==> src/rtl/det1010_pkg.sv <==
// Shared state encodings for the 1010 detector scheduler.
package det1010_pkg;

   // Top-level scheduler FSM states.
   typedef enum logic [1:0] {
      IDLE   = 2'b00,
      SHIFT  = 2'b01,
      REPORT = 2'b10
   } sched_state_t;

   // Overlapping 1010 Mealy detector states.
   typedef enum logic [1:0] {
      S0   = 2'b00,
      S1   = 2'b01,
      S10  = 2'b10,
      S101 = 2'b11
   } det_state_t;

endpackage

==> src/rtl/det1010_scheduler_seq_det_1010.sv <==
// Overlapping "1010" Mealy detector with synchronous clear and advance enable.
module seq_det_1010
   import det1010_pkg::*;
(
   input  logic clk,
   input  logic reset,
   input  logic clr,
   input  logic en,
   input  logic x,
   output logic y
);

   det_state_t r_state;

   // Advance the detector on enabled bits; clr restarts it for a new word.
   always_ff @(posedge clk or negedge reset) begin
      if (!reset) begin
         r_state <= S0;
      end else if (clr) begin
         r_state <= S0;
      end else if (en) begin
         case (r_state)
            S0:      r_state <= x ? S1   : S0;
            S1:      r_state <= x ? S1   : S10;
            S10:     r_state <= x ? S101 : S0;
            S101:    r_state <= x ? S1   : S10;
            default: r_state <= S0;
         endcase
      end
   end

   // Mealy hit: the closing 0 of 1010 while bits are being fed.
   always_comb begin
      y = en && (r_state == S101) && !x;
   end

endmodule

==> src/rtl/det1010_scheduler.sv <==
// Round-robin scheduler feeding two requesters' words MSB-first into a
// shared 1010 detector and reporting the per-word match count.
module det1010_scheduler
   import det1010_pkg::*;
#(
   parameter  int unsigned WIDTH = 8,
   localparam int unsigned CW    = $clog2(WIDTH) + 1
) (
   input  logic             clk,
   input  logic             reset,
   input  logic             req0,
   input  logic             req1,
   input  logic [WIDTH-1:0] data0,
   input  logic [WIDTH-1:0] data1,
   output logic [1:0]       gnt,
   output logic             busy,
   output logic             done,
   output logic             done_id,
   output logic [CW-1:0]    count,
   output logic             serial_x,
   output logic             det_y
);

   localparam int unsigned BW = $clog2(WIDTH);

   sched_state_t     r_state;
   logic [WIDTH-1:0] r_shift;
   logic [BW-1:0]    r_bitcnt;
   logic [CW-1:0]    r_count;
   logic [1:0]       r_gnt;
   logic             r_busy;
   logic             r_done;
   logic             r_done_id;
   logic             r_last;
   logic             r_id;

   logic             w_shifting;
   logic             w_grant;
   logic             w_sel;
   logic             w_x;
   logic             w_y;

   // Arbitration and the serial bit presented to the detector.
   always_comb begin
      w_shifting = (r_state == SHIFT);
      w_grant    = (r_state == IDLE) && (req0 || req1);
      // On a tie the requester that was not served last wins.
      w_sel      = req1 && (!req0 || !r_last);
      w_x        = w_shifting ? r_shift[WIDTH-1] : 1'b0;
   end

   seq_det_1010 u_det (
      .clk   (clk),
      .reset (reset),
      .clr   (w_grant),
      .en    (w_shifting),
      .x     (w_x),
      .y     (w_y)
   );

   // Scheduler FSM with registered grant, busy and done outputs.
   always_ff @(posedge clk or negedge reset) begin
      if (!reset) begin
         r_state   <= IDLE;
         r_shift   <= '0;
         r_bitcnt  <= '0;
         r_count   <= '0;
         r_gnt     <= '0;
         r_busy    <= 1'b0;
         r_done    <= 1'b0;
         r_done_id <= 1'b0;
         r_last    <= 1'b1;
         r_id      <= 1'b0;
      end else begin
         case (r_state)
            IDLE: begin
               if (w_grant) begin
                  r_shift  <= w_sel ? data1 : data0;
                  r_gnt    <= w_sel ? 2'b10 : 2'b01;
                  r_id     <= w_sel;
                  r_count  <= '0;
                  r_bitcnt <= '0;
                  r_busy   <= 1'b1;
                  r_state  <= SHIFT;
               end
            end
            SHIFT: begin
               r_shift  <= {r_shift[WIDTH-2:0], 1'b0};
               r_bitcnt <= r_bitcnt + 1'b1;
               if (w_y) begin
                  r_count <= r_count + 1'b1;
               end
               if (r_bitcnt == BW'(WIDTH - 1)) begin
                  r_gnt     <= '0;
                  r_done    <= 1'b1;
                  r_done_id <= r_id;
                  r_state   <= REPORT;
               end
            end
            REPORT: begin
               r_done  <= 1'b0;
               r_busy  <= 1'b0;
               r_last  <= r_id;
               r_state <= IDLE;
            end
            default: r_state <= IDLE;
         endcase
      end
   end

   // Drive ports from registered state and the detector output.
   always_comb begin
      gnt      = r_gnt;
      busy     = r_busy;
      done     = r_done;
      done_id  = r_done_id;
      count    = r_count;
      serial_x = w_x;
      det_y    = w_y;
   end

endmodule
==> config.mk <==
export PLATFORM = sky130hd
export DESIGN_NAME = det1010_scheduler
export DESIGN_NICKNAME = d
export VERILOG_FILES = /design/src/rtl/det1010_pkg.sv /design/src/rtl/det1010_scheduler_seq_det_1010.sv /design/src/rtl/det1010_scheduler.sv
export SDC_FILE = /design/constraint.sdc
export NUM_CORES = 1
export LEC_CHECK = 0
export ABC_AREA = 1
export BUFFER_PORTS_ARGS = -buffer_cell sky130_fd_sc_hd__clkbuf_2
export CORE_MARGIN = 2
export CORE_UTILIZATION = 35
export DETAILED_ROUTE_END_ITERATION = 8
export GPL_TIMING_DRIVEN = 0
export PLACE_DENSITY = 0.68
export SKIP_LAST_GASP = 1
export SLEW_MARGIN = 20
export SYNTH_ARGS = -nofsm -noshare
export SYNTH_HDL_FRONTEND = slang
export SYNTH_HIERARCHICAL = 1
export SYNTH_SLANG_ARGS = --single-unit
export TNS_END_PERCENT = 10
==> constraint.sdc <==
create_clock -name clk -period 2.2 [get_ports clk]
set_input_delay 0.22 -clock clk [delete_from_list [all_inputs] [get_ports clk]]
set_output_delay 0.22 -clock clk [all_outputs]
set_load 0.005 [all_outputs]
### Word level (Yosys, flattened, before mapping)

Index checks and enable logic that the tools add are counted.
W data, S select, Z words.

* reductions and logical operators: 24
* multiplexer cells: 26
* equal/unequal tests: 9
* $add $sub $neg: 2

Operator list (number)
* $mux W2: 9
* $mux W8: 2
* $pmux W8 S2: 1
* $reduce_and A2 Y1: 6
* $mux W4: 2
* $pmux W2 S2: 2
* $pmux W4 S2: 1
* $reduce_bool A2 Y1: 4
* $eq A2 B2 Y1 const B: 3
* $pmux W2 S3: 1
* $pmux W3 S2: 1
* $reduce_and A3 Y1: 2
* $add A4 B1 Y4 const B: 1
* $eq A2 B1 Y1 const B: 2
* $logic_and A1 B1 Y1: 4
* $logic_not A2 Y1: 2
* $mux W1: 4
* $ne A2 B2 Y1 const B: 2
* $pmux W1 S2: 2
* $add A3 B1 Y3 const B: 1
* $eq A3 B3 Y1 const B: 1
* $logic_not A1 Y1: 3
* $mux W3: 1
* $logic_or A1 B1 Y1: 2
* other kinds (2): 2

* bits in registers: 26
* word-level logic and storage cells: 72
* output and inout port bits: 11
* input bits: 20

### Logic depth before layout (Yosys ltp)

* depth in word-level cells: 6
* depth in mapped cells: 12
* gate-level depth less buffers: 11

### Hierarchy

The synthesis kept the hierarchy.

By module, submodules not included
* det1010_scheduler: instances 1, area an instance 1234.9 µm², cells an instance 155, sequential area each 601.8 µm²
* seq_det_1010: instances 1, area an instance 111.4 µm², cells an instance 15, sequential area each 50.0 µm²

### Worst setup path after synthesis

Ideal clock, no wire load.

* path type: register -> register
* from: reg, netlist name r_state[1]
* to: reg r_count[3] (netlist: count[3])
* period minus slack after synthesis: 1.680 ns
* arrival time: 1.563 ns
* cell stages (with the launch flop): 13
* library setup time: 0.117 ns
* slack: 0.520 ns
* required time: 2.083 ns
* path buffers: 1
* path through: dfrtp_1 > inv_1 > nand2_4 > buf_8 > nor2_1 > inv_1 > nand2_1 > nor3_1 > nand2_1 > nor2_1 > nand2_1 > nand2_1 > nor2_1

RTL lines
* end signal: assignment: line det1010_scheduler.sv:91 `r_count <= r_count + 1'b1;`
* end: declaration: line det1010_scheduler.sv:29 `logic [CW-1:0] r_count;`

==> results.md <==
- Largest net degree at the start of global routing: 27
- Final WS setup: 0.239 ns
- Post-CTS Setup Bufs: 0
- Die area: 4360 um2
- Synth Register Bits: 26
- PortBufs: 30
- Drt total wl: 2620 um
- Resized cells post-CTS: 0
- Sequential area share after synthesis: 48.4%
- CP Max Fanout: 10
- Placed Area: 1560 um2
- Die width: 66.0 um
- Placeable Area: 3690 um2
- Syn_nets: 193
- Hold Slack: 0.279 ns
- H-tree depth: 1
- # setup viols final: 0
- Netlist cell types: 23
- Synth warn: 6
- Row count: 22
- Crit path top cell by count: inv_1
- Startpoint Class: register
- Avg Cell Area, Syn: 7.92 um2
- Worst skew pair latency: 0.27 ns
- Clk root buf: clkbuf_8
- Mapped Cells: 170
- Commonest non-fill, non-tap cells in the layout: nand2_1 (51), clkbuf_2 (30), nor2_1 (28)
- Final net count: 229
- TNS Setup: 0 ns
- DRT antenna net count: 0
- DRC: 0
- GRT Overall Usage: 13.5%
- Fraction of the cycle the final worst path needs: 89.1%
- Drt pass-1 iters: 4
- Final core occ: 44.4%
- Arr. time, crit path: 1.74 ns
- Diodes inserted: 0
- Worst Max-Slew Pin Slew: 0.651 ns
- Routed len/inst: 10.4 um
- Lkg Pwr: 0.933 nW
- Initial antenna violation count: 0
- Inserted Clock Buffers: 3
- Number of DRC markers in iteration 0: 80
- Num ports: 31
- R2R cell count: 12
- Slowest stage cell, crit path: dfrtp_1
- Max-slew headroom at the worst pin: 56.6%
- CTS Hold Bufs: 1
- Outcome: complete, no violations
- Crit path largest cell delay: 0.43 ns
- Setup Skew: 0.00706 ns
- Final Hold Viols: 0
- Setup Slack @ Placement: 0.355 ns
- Crit. End Element: primary output
- Die height: 66.0 um
- Final Max Slew Viols: 0
- CP Cell Sequence: inv_1, nand2_4, buf_8, nor2_1, inv_1, nand2_1, nor3_1, clkbuf_2
- Post-DP HPWL: 1980 um
- Post-layout minimum cycle time: 1.96 ns
- Req. time, crit path: 1.98 ns
- Layout cells sized above 1: 23.9%
- Final Cell Area: 1640 um2
- First-pass GRT wire length: 4600 um
- Layout fillers: 392
- Vias: 1171
- Worst hold-check path type: primary input to register
- Commonest non-fill, non-tap cell in the layout: nand2_1
- F_max: 510 MHz
- Crit Path Class: register to primary output
- Worst hold stages: 5
- Initial Util: 36.5%
- TritonCTS clock tree: built
- Total of max-cap violations: 0
- GR Overflow Total: 0
- Power density cells: 1390 nW/um2
- Area Overhead vs Synth: 21.7%
- Worst vdd ir: 0.672 mV
- Register clock-pin slew on the reported worst setup and hold paths: 0.09 ns
- CTS sink count: 26
- Unrepaired setup endpoints after global routing: false
- Synthesized cell area: 1350 um2
- Number of global-route vias before repair: 1092
- Drt via density: 4.63
- Clock Tree Buf Depth: 2
- Final Wtd Congestion: 0.720
==> path summary, 6_finish.rpt <==
path	startpoint	end	slack (ns)
min reg2reg	r_bitcnt[1]	r_bitcnt[1]	0.49
min in group asynchronous	reset	u_det/r_state[0]	0.50
min	data0[0]	r_shift[0]	0.28
max	r_state[1]	det_y	0.24
max in group asynchronous	reset	r_shift[4]	1.28
max reg2reg	r_state[1]	count[0]	0.37
==> layout make-up <==
type,count,area [um2],share of cell area [%]
Sequential cell,26,652,39.8
Multi-Input combinational cell,123,588,35.9
Timing Repair Buffer,31,160,9.78
Inverter,17,63.8,3.90
Tap cell,48,60.1,3.67
Buffer,4,42.5,2.60
Clock buffer,3,41.3,2.52
Clock inverter,1,30.0,1.83
==> stage by stage <==
stage          cells  total power (W)
3_3_place_gp     248          0.00188
5_1_grt          253          0.00251
6_report         253          0.00227
2_1_floorplan    170          0.00162
3_5_place_dp     248          0.00191
4_1_cts          253          0.00231
==> critical path, delay by kind of cell (launching register included) <==
kind          cells  cell delay (ns)
buf+inv           4             0.50
flops             1             0.43
simple gates      4             0.55
==> synthesized netlist by cell type (all sizes together) <==
cell | number | area [um2]
a211oi | 1 | 7.51
a21oi | 5 | 28.8
buf | 4 | 42.5
dfrtp | 25 | 626
dfstp | 1 | 26.3
ha | 3 | 37.5
inv | 17 | 63.8
nand2 | 55 | 231
nand3 | 14 | 70.1
nand4 | 7 | 43.8
nor2 | 30 | 123
nor3 | 1 | 5.00
o21ai | 5 | 25.0
o21bai | 1 | 7.51
xor2 | 1 | 8.76
==> logic make-up (layout without fill, tap and decap cells) <==
group                      Yosys count  after routing  share of synthesized area, %
xor gates and xnor gates             1              1                         0.651
DFF                                 26             26                          48.4
adders and majority gates            3              3                          2.79
buffers and inverters               21             56                          7.90
AOI/OAI and AO/OA                   12             12                          5.11
and+or+nand+nor                    107            107                          35.1
==> report_power, final <==
part	switching, W	internal [W]
logic	0.000613	0.000428
clock network	0.000149	0.000243
registers	0.000135	0.000703
total	0.000898	0.00137
==> registers in the layout (all words and copies together) (netlist names) <==
| register | cells |
|---|---|
| busy | 1 |
| done_id | 1 |
| r_id | 1 |
| u_det/r_state | 2 |
| r_state | 2 |
| count | 4 |
| r_shift | 8 |
| r_last | 1 |
| r_bitcnt | 3 |
| done | 1 |
| gnt | 2 |
==> layer usage <==
metal | GRT usage, % | part of all wire (%) | vias up
li1 | - | - | 610
met2 | 23.6 | 49 | 20
met4 | 2.30 | 0.61 | 0
met3 | 3.58 | 4.1 | 2
met1 | 17.0 | 46 | 539
met5 | 0 | 0 | -
Note: power is estimated with default switching activity, not from simulation.
